## src/rtl/mem_stage_pkg.sv

```systemverilog
// Shared types for the memory stage: access size, FSM state, and the
// alignment rule used by both the pipeline register and the request FSM.
package pipTypes;

   typedef enum logic [1:0] {
      SIZE_BYTE = 2'd0,
      SIZE_HALF = 2'd1,
      SIZE_WORD = 2'd2
   } mem_size_t;

   typedef enum logic {
      IDLE   = 1'b0,
      ACCESS = 1'b1
   } state_t;

   function automatic logic misaligned(input mem_size_t size, input logic [1:0] off);
      return ((size == SIZE_HALF) && off[0]) || ((size == SIZE_WORD) && (off != 2'b00));
   endfunction

endpackage

```

## src/rtl/mem_stage_align.sv

```systemverilog
// Big-endian lane steering: store byte enables and replicated write data,
// and load lane extraction with sign or zero extension.
module mem_align
   import pipTypes::*;
(
   input  mem_size_t   size,
   input  logic [1:0]  offset,
   input  logic        load_u,
   input  logic [31:0] store_data,
   input  logic [31:0] rdata,
   output logic [3:0]  be,
   output logic [31:0] wdata,
   output logic [31:0] load_data
);

   logic [7:0]  lane_b;
   logic [15:0] lane_h;

   always_comb begin
      be        = 4'b1111;
      wdata     = store_data;
      load_data = rdata;
      // offset 0 is the most significant byte
      case (offset)
         2'd0:    lane_b = rdata[31:24];
         2'd1:    lane_b = rdata[23:16];
         2'd2:    lane_b = rdata[15:8];
         default: lane_b = rdata[7:0];
      endcase
      lane_h = offset[1] ? rdata[15:0] : rdata[31:16];
      case (size)
         SIZE_BYTE: begin
            be        = 4'b1000 >> offset;
            wdata     = {4{store_data[7:0]}};
            load_data = {{24{~load_u & lane_b[7]}}, lane_b};
         end
         SIZE_HALF: begin
            be        = offset[1] ? 4'b0011 : 4'b1100;
            wdata     = {2{store_data[15:0]}};
            load_data = {{16{~load_u & lane_h[15]}}, lane_h};
         end
         default: begin
            be        = 4'b1111;
            wdata     = store_data;
            load_data = rdata;
         end
      endcase
   end

endmodule

```

## src/rtl/mem_stage.sv

```systemverilog
// MEM pipeline stage: EX/MEM and MEM/WB registers plus a two-state data
// memory handshake that stalls the front end until the access is acked.
module mem_stage
   import pipTypes::*;
(
   input  logic        clock,
   input  logic        reset,
   input  logic        ex_valid,
   input  logic [31:0] ex_result,
   input  logic [31:0] ex_result_2,
   input  logic [4:0]  ex_dest_reg,
   input  logic        ex_dest_reg_valid,
   input  logic        ex_inval_dest_reg,
   input  logic        ex_load_inst,
   input  logic        ex_store_inst,
   input  mem_size_t   ex_mem_size,
   input  logic        ex_load_u,
   output logic        stall,
   output logic        dmem_req,
   output logic        dmem_we,
   output logic [31:0] dmem_addr,
   output logic [3:0]  dmem_be,
   output logic [31:0] dmem_wdata,
   input  logic        dmem_ack,
   input  logic [31:0] dmem_rdata,
   output logic [31:0] ex_mem_result,
   output logic [4:0]  ex_mem_dest_reg,
   output logic        ex_mem_dest_reg_valid,
   output logic [31:0] wb_result,
   output logic [4:0]  wb_dest_reg,
   output logic        wb_dest_reg_valid,
   output logic        addr_err
);

   logic        m_valid, m_dest_valid, m_load, m_store, m_load_u;
   logic [31:0] m_result, m_result_2;
   logic [4:0]  m_dest;
   mem_size_t   m_size;
   state_t      state, state_nx;
   logic        ex_mem_op, ex_mis, ex_access;
   logic [3:0]  be;
   logic [31:0] wdata, load_data;

   assign ex_mem_op = ex_valid & (ex_load_inst | ex_store_inst);
   assign ex_mis    = ex_mem_op & misaligned(ex_mem_size, ex_result[1:0]);
   assign ex_access = ex_mem_op & ~ex_mis;
   assign stall     = (state == ACCESS) & ~dmem_ack;

   always_ff @(posedge clock) begin
      if (reset) state <= IDLE;
      else       state <= state_nx;
   end

   // The request starts on the capture edge so EX/MEM never advances past
   // an unissued access; an ack edge may chain straight into the next one.
   always_comb begin
      state_nx = state;
      case (state)
         IDLE:    if (ex_access) state_nx = ACCESS;
         ACCESS:  if (dmem_ack)  state_nx = ex_access ? ACCESS : IDLE;
         default: state_nx = IDLE;
      endcase
   end

   always_ff @(posedge clock) begin
      if (reset) begin
         m_valid      <= 1'b0;
         m_dest_valid <= 1'b0;
         m_load       <= 1'b0;
         m_store      <= 1'b0;
         m_load_u     <= 1'b0;
         m_result     <= '0;
         m_result_2   <= '0;
         m_dest       <= '0;
         m_size       <= SIZE_BYTE;
         addr_err     <= 1'b0;
      end else begin
         addr_err <= ~stall & ex_mis;
         if (!stall) begin
            m_valid      <= ex_valid;
            m_dest_valid <= ex_dest_reg_valid & ~ex_inval_dest_reg & ~ex_mis;
            m_load       <= ex_load_inst;
            m_store      <= ex_store_inst;
            m_load_u     <= ex_load_u;
            m_result     <= ex_result;
            m_result_2   <= ex_result_2;
            m_dest       <= ex_dest_reg;
            m_size       <= ex_mem_size;
         end
      end
   end

   mem_align u_align (
      .size       (m_size),
      .offset     (m_result[1:0]),
      .load_u     (m_load_u),
      .store_data (m_result_2),
      .rdata      (dmem_rdata),
      .be         (be),
      .wdata      (wdata),
      .load_data  (load_data)
   );

   always_ff @(posedge clock) begin
      if (reset) begin
         wb_result         <= '0;
         wb_dest_reg       <= '0;
         wb_dest_reg_valid <= 1'b0;
      end else if (stall) begin
         wb_dest_reg_valid <= 1'b0;
      end else begin
         wb_result         <= m_load ? load_data : m_result;
         wb_dest_reg       <= m_dest;
         wb_dest_reg_valid <= m_valid & m_dest_valid & ~m_store;
      end
   end

   assign dmem_req              = (state == ACCESS);
   assign dmem_we               = dmem_req & m_store;
   assign dmem_addr             = {m_result[31:2], 2'b00};
   assign dmem_be               = be;
   assign dmem_wdata            = wdata;
   assign ex_mem_result         = m_result;
   assign ex_mem_dest_reg       = m_dest;
   assign ex_mem_dest_reg_valid = m_valid & m_dest_valid & ~m_load;

endmodule

```

## config.mk

```make
export PLATFORM = sky130hd
export DESIGN_NAME = mem_stage
export DESIGN_NICKNAME = d
export VERILOG_FILES = /design/src/rtl/mem_stage_pkg.sv /design/src/rtl/mem_stage_align.sv /design/src/rtl/mem_stage.sv
export SDC_FILE = /design/constraint.sdc
export NUM_CORES = 1
export LEC_CHECK = 0
export CORE_ASPECT_RATIO = 0.6
export CORE_MARGIN = 1
export CORE_UTILIZATION = 42
export CTS_CLUSTER_DIAMETER = 60
export DETAILED_ROUTE_END_ITERATION = 8
export HOLD_SLACK_MARGIN = 0.1
export PLACE_DENSITY = 0.81
export SLEW_MARGIN = 20
export SYNTH_ARGS = -nofsm -noshare
export SYNTH_HDL_FRONTEND = slang
export SYNTH_SLANG_ARGS = --single-unit
```

## constraint.sdc

```tcl
create_clock -name clock -period 2 [get_ports clock]
set_input_delay 0.4 -clock clock [delete_from_list [all_inputs] [get_ports clock]]
set_output_delay 0.4 -clock clock [all_outputs]
set_load 0.02 [all_outputs]
```

# Word level (Yosys, flattened, before mapping)

Cells that the tools add are included.

Bits in registers: 116
Input port bits: 112

Equality and inequality tests: 5
Shifts and indexed selects: 1
Multiplexer cells: 10
Bitwise logic cells: 22
Reduce and logical (&&, ||, !) cells: 7

Operators by type and width:

| cell                                                                   | number |
|---|---|
| 32-bit one-hot mux with 2 select lines                                 | 2 |
| 32-bit 2-to-1 mux                                                      | 1 |
| 8-bit one-hot mux with 3 select lines                                  | 1 |
| 16-bit 2-to-1 mux                                                      | 1 |
| 1-bit bitwise AND                                                      | 13 |
| 1-bit inverter                                                         | 8 |
| 4-bit one-hot mux with 2 select lines                                  | 1 |
| 2-bit by 1-bit equality test with 1-bit output (second input constant) | 3 |
| 2-bit equality test (second input constant)                            | 2 |
| 2-bit logical NOT                                                      | 2 |
| 4-bit 2-to-1 mux                                                       | 1 |
| 4-bit by 2-bit right shift with 4-bit output (first input constant)    | 1 |
| 1-bit logical AND                                                      | 2 |
| 1-bit 2-to-1 mux                                                       | 2 |
| 1-bit one-hot mux with 2 select lines                                  | 1 |
| 2-bit nonzero test                                                     | 1 |
| 2-bit OR reduction                                                     | 1 |
| 1-bit logical OR                                                       | 1 |
| 1-bit OR                                                               | 1 |

# Logic depth before layout (Yosys ltp)

Word-level depth: 9
Depth in mapped cells: 8

# By module

From an unflattened synthesis, not the netlist that was laid out.

Cell total of the unflattened synthesis: 715
Area total of the unflattened synthesis: 5962.0 um^2

Modules (own cells, without submodules):

| module    | times used | cells each | area an instance (um^2) | seq. area each (um^2) |
|---|---|---|---|---|
| mem_stage | 1          | 545        | 4784.6                  | 2322.2 |
| mem_align | 1          | 170        | 1177.4                  | 0.0 |

# Worst setup path after synthesis

Ideal clock, no wire load.

Path type: register -> output
Start: reg m_size[0]
End: out dmem_wdata[24]
Arrival time: 1371 ps
Data required time: 1600 ps
Slack: 229 ps
Cell stages (with the launch flop): 5
Path buffers: 2
Path through: dfxtp_1 -> buf_2 -> buf_2 -> mux2i_1 -> o21ai_0

Word-level cells in the longest chain between the ends: 2

Ends and longest elaborated chain:

| item                                                                                | line                  | text |
|---|---|---|
| from (decl)                                                                         | mem_stage.sv:38       | `mem_size_t m_size;` |
| from (signal assigned)                                                              | mem_stage.sv:88       | `m_size <= ex_mem_size;` |
| 2-bit by 1-bit equality test with 1-bit output or 2-bit logical NOT (tied branches) | mem_stage_align.sv:31 | `case (size)` |
| 32-bit one-hot mux with 2 select lines (*)                                          | mem_stage_align.sv:31 |  |
| to (decl)                                                                           | mem_stage.sv:23       | `output logic [31:0] dmem_wdata,` |

Mark *: on every way between the ends. The rest lies on a longest branch, timed or not.

# Worst setup path in the final report

Start: reg m_size[1]
End: out dmem_wdata[20]

Same word-level chain as after synthesis.

==> flow_summary.ini <==
[synth]
ys_ff_latch = 116
syn_inst = 714
synth.distinct_cells = 53
ys.flop_type = dfxtp_1
yosysMostFrequentCell = nand2_1
synthesis.area_um2 = 5700
yosysTopAreaCellShare_pct = 40.7
synth_enable_flop_cells = 0
synth_warnings = 0
avgSynthCellArea_um2 = 7.98
synth_common_cells = 209 x nand2_1, 116 x dfxtp_1, 92 x a21oi_1
async_reset_ff_share_pct = 0
yosysSeqAreaShare_pct = 40.7
synth_area_leaders = dfxtp_1 41%, nand2_1 14%, a21oi_1 8.1%
yosys.area.top_type = dfxtp_1

[clocking]
clock_latency_ns = 0.40
cts_hold_buffers = 0
cts_buffer_depth = 2
clk_pin_slew_ns = 0.06
cts_tree = built
h-tree-depth = 4
numCtsBuffers = 17
cts.sinks = 116
cts_root_buf = clkbuf_16

[critical_path]
cp.depth = 3
startpoint = m_size[1]
start_kind = flip-flop
reg2reg_depth = 6
critPathCapture = dmem_wdata[20]
worst_r2r_endpoint = wb_result[2]
crit-reg2reg-launch = m_size[1]
cp.arrival_ns = 1.56
cpPeakStageDelay_ns = 0.41
worstSetupPathType = flip-flop to output port
cp_top_family = flip-flops
crit_fanout = 10
reg2reg_slack_ns = 0.14
cp.required_ns = 1.60
crit_chain = buf_12 -> mux2_2 -> clkdlybuf4s15_2
cp.buffers_inverters = 2
worst_setup_path_end_kind = output port
cpMaxStageDelayCell = dfxtp_4

[detailed_routing]
detail_route.wl_per_cell_um = 18.1
vias_per_cell = 5.37
antenna_left = 0
drtIter0Drc = 478
wl_um = 20400
drt-pass1-iter-count = 8
route.detailed.drc = 17
vias = 6059

[timing]
rsz0062_at_grt = true
hold_viol = 0
hold_ws_ns = 0.306
setup_viol = 0
fin_crit_ns = 1.96
finClkSkew_ns = 0.00775
period_share_pct = 97.8
finalSetupTns_ns = 0
slew_viol_final = 0
max_freq_mhz = 511

[global_routing]
grt_usage_pct = 29.1
grt_pass1_vias = 5712
grt-ovfl-total = 0
grt_antenna_before_repair = 0
grt_max_degree = 44
grt_first_pass_wirelength_um = 31700

[job]
maxCapViolCount = 0

[place]
finalWeightedCongestion = 0.896
hpwl_um = 14700
port-buffer-count = 257

[power]
peakVddDrop_v = 0.000545
power_mw = 7.47
power_density_nw_per_um2 = 835
power.leakage_nw = 3.65

[floorplan]
die_x_um = 152
die_area_um2 = 14100
io_pins = 260
coreArea_um2 = 13100
die_h_um = 92.2
initial_utilization_pct = 43.7
rows = 32

[finish]
areaGrowthSynthToFinish_pct = 56.9
final_nets = 1058
fillers = 1077
drive_gt1_share_pct = 16.1
diodes = 0

[run_status]
violations = DRC
status = finished, violations left

[worst_hold_path]
hold_path_class = primary input to flip-flop
stage by stage:
stage / utilization (%) / std cells / worst slack (ns) / instance area [um2]
after floorplan: - / 715 / 0.229 / 5700
after global placement: 63.7 / 1091 / -0.110 / 8320
after detailed placement: 63.7 / 1091 / -0.175 / 8320
after CTS: 68.2 / 1124 / -0.0539 / 8910
after global routing: 68.5 / 1128 / -0.0260 / 8940
final: 68.5 / 1128 / 0.0442 / 8940
layout make-up:
class / instances / area [um2] / area share [%]
multi-input combinational: 498 / 2830 / 31.7
tap: 170 / 213 / 2.38
clock buffer: 23 / 488 / 5.46
timing repair buffer: 305 / 2920 / 32.7
sequential: 116 / 2330 / 26.1
inverter: 8 / 31.3 / 0.350
clock inverter: 8 / 124 / 1.39
routing by layer:
| metal | global-route usage, % | vias up | part of all wire (%) |
|---|---|---|---|
| met1 | 41.6 | 2850 | 47 |
| met3 | 7.94 | 24 | 9.3 |
| met2 | 42.9 | 282 | 43 |
| li1 | - | 2903 | - |
| met4 | 7.06 | 0 | 0.98 |
| met5 | 0 | - | 0 |
how the worst min path moves through the flow:
stage	from	endpoint	cells past startpoint
detailed placement	wb_result[7]	wb_result[7]	2
CTS	reset	m_result_2[6]	2
floorplan	m_store	wb_dest_reg_valid	1
global route	reset	m_result_2[4]	2
global placement	m_result_2[16]	m_result_2[16]	2
finish	reset	m_result_2[5]	2
where the power goes:
group | internal [mW] | switching, mW | leakage, nW
logic | 0.854 | 0.861 | 2.39
registers | 2.47 | 0.136 | 0.964
clock network | 2.08 | 1.06 | 0.295
total | 5.41 | 2.06 | 3.65
cell usage in the layout, fill, tap and decap left out, types with 7 or more instances in the layout:
cell type	synthesis	routed
o22ai_1	8	8
buf_4	43	41
a2bb2oi_1	7	7
mux2_2	17	17
clkbuf_16	0	18
clkdlybuf4s50_1	0	223
nor2_1	16	15
a21oi_1	92	92
dfxtp_1	116	112
buf_12	0	7
a22o_1	7	7
nand3_1	15	15
mux2i_1	15	13
buf_2	24	18
a2bb2oi_2	10	10
nand2_1	209	209
o21ai_0	38	38
cell families after synthesis:
kind of cell / Yosys count / synth area share, %
compound gates: 200 / 23.3
xor+xnor: 1 / 0.154
buf+inv: 101 / 10.3
flops: 116 / 40.7
mux: 35 / 6.76
other cells: 1 / 0.0658
simple gates: 260 / 18.7
what timing repair did:
item                       CTS  global route
pin swaps                    0             2
gates cloned                 0             1
buffers inserted             2             3
hold endpoints to repair     0             0
setup endpoints to repair   30            22
gates resized for setup    111            15
No activity file was read; power rests on OpenSTA's default activity.
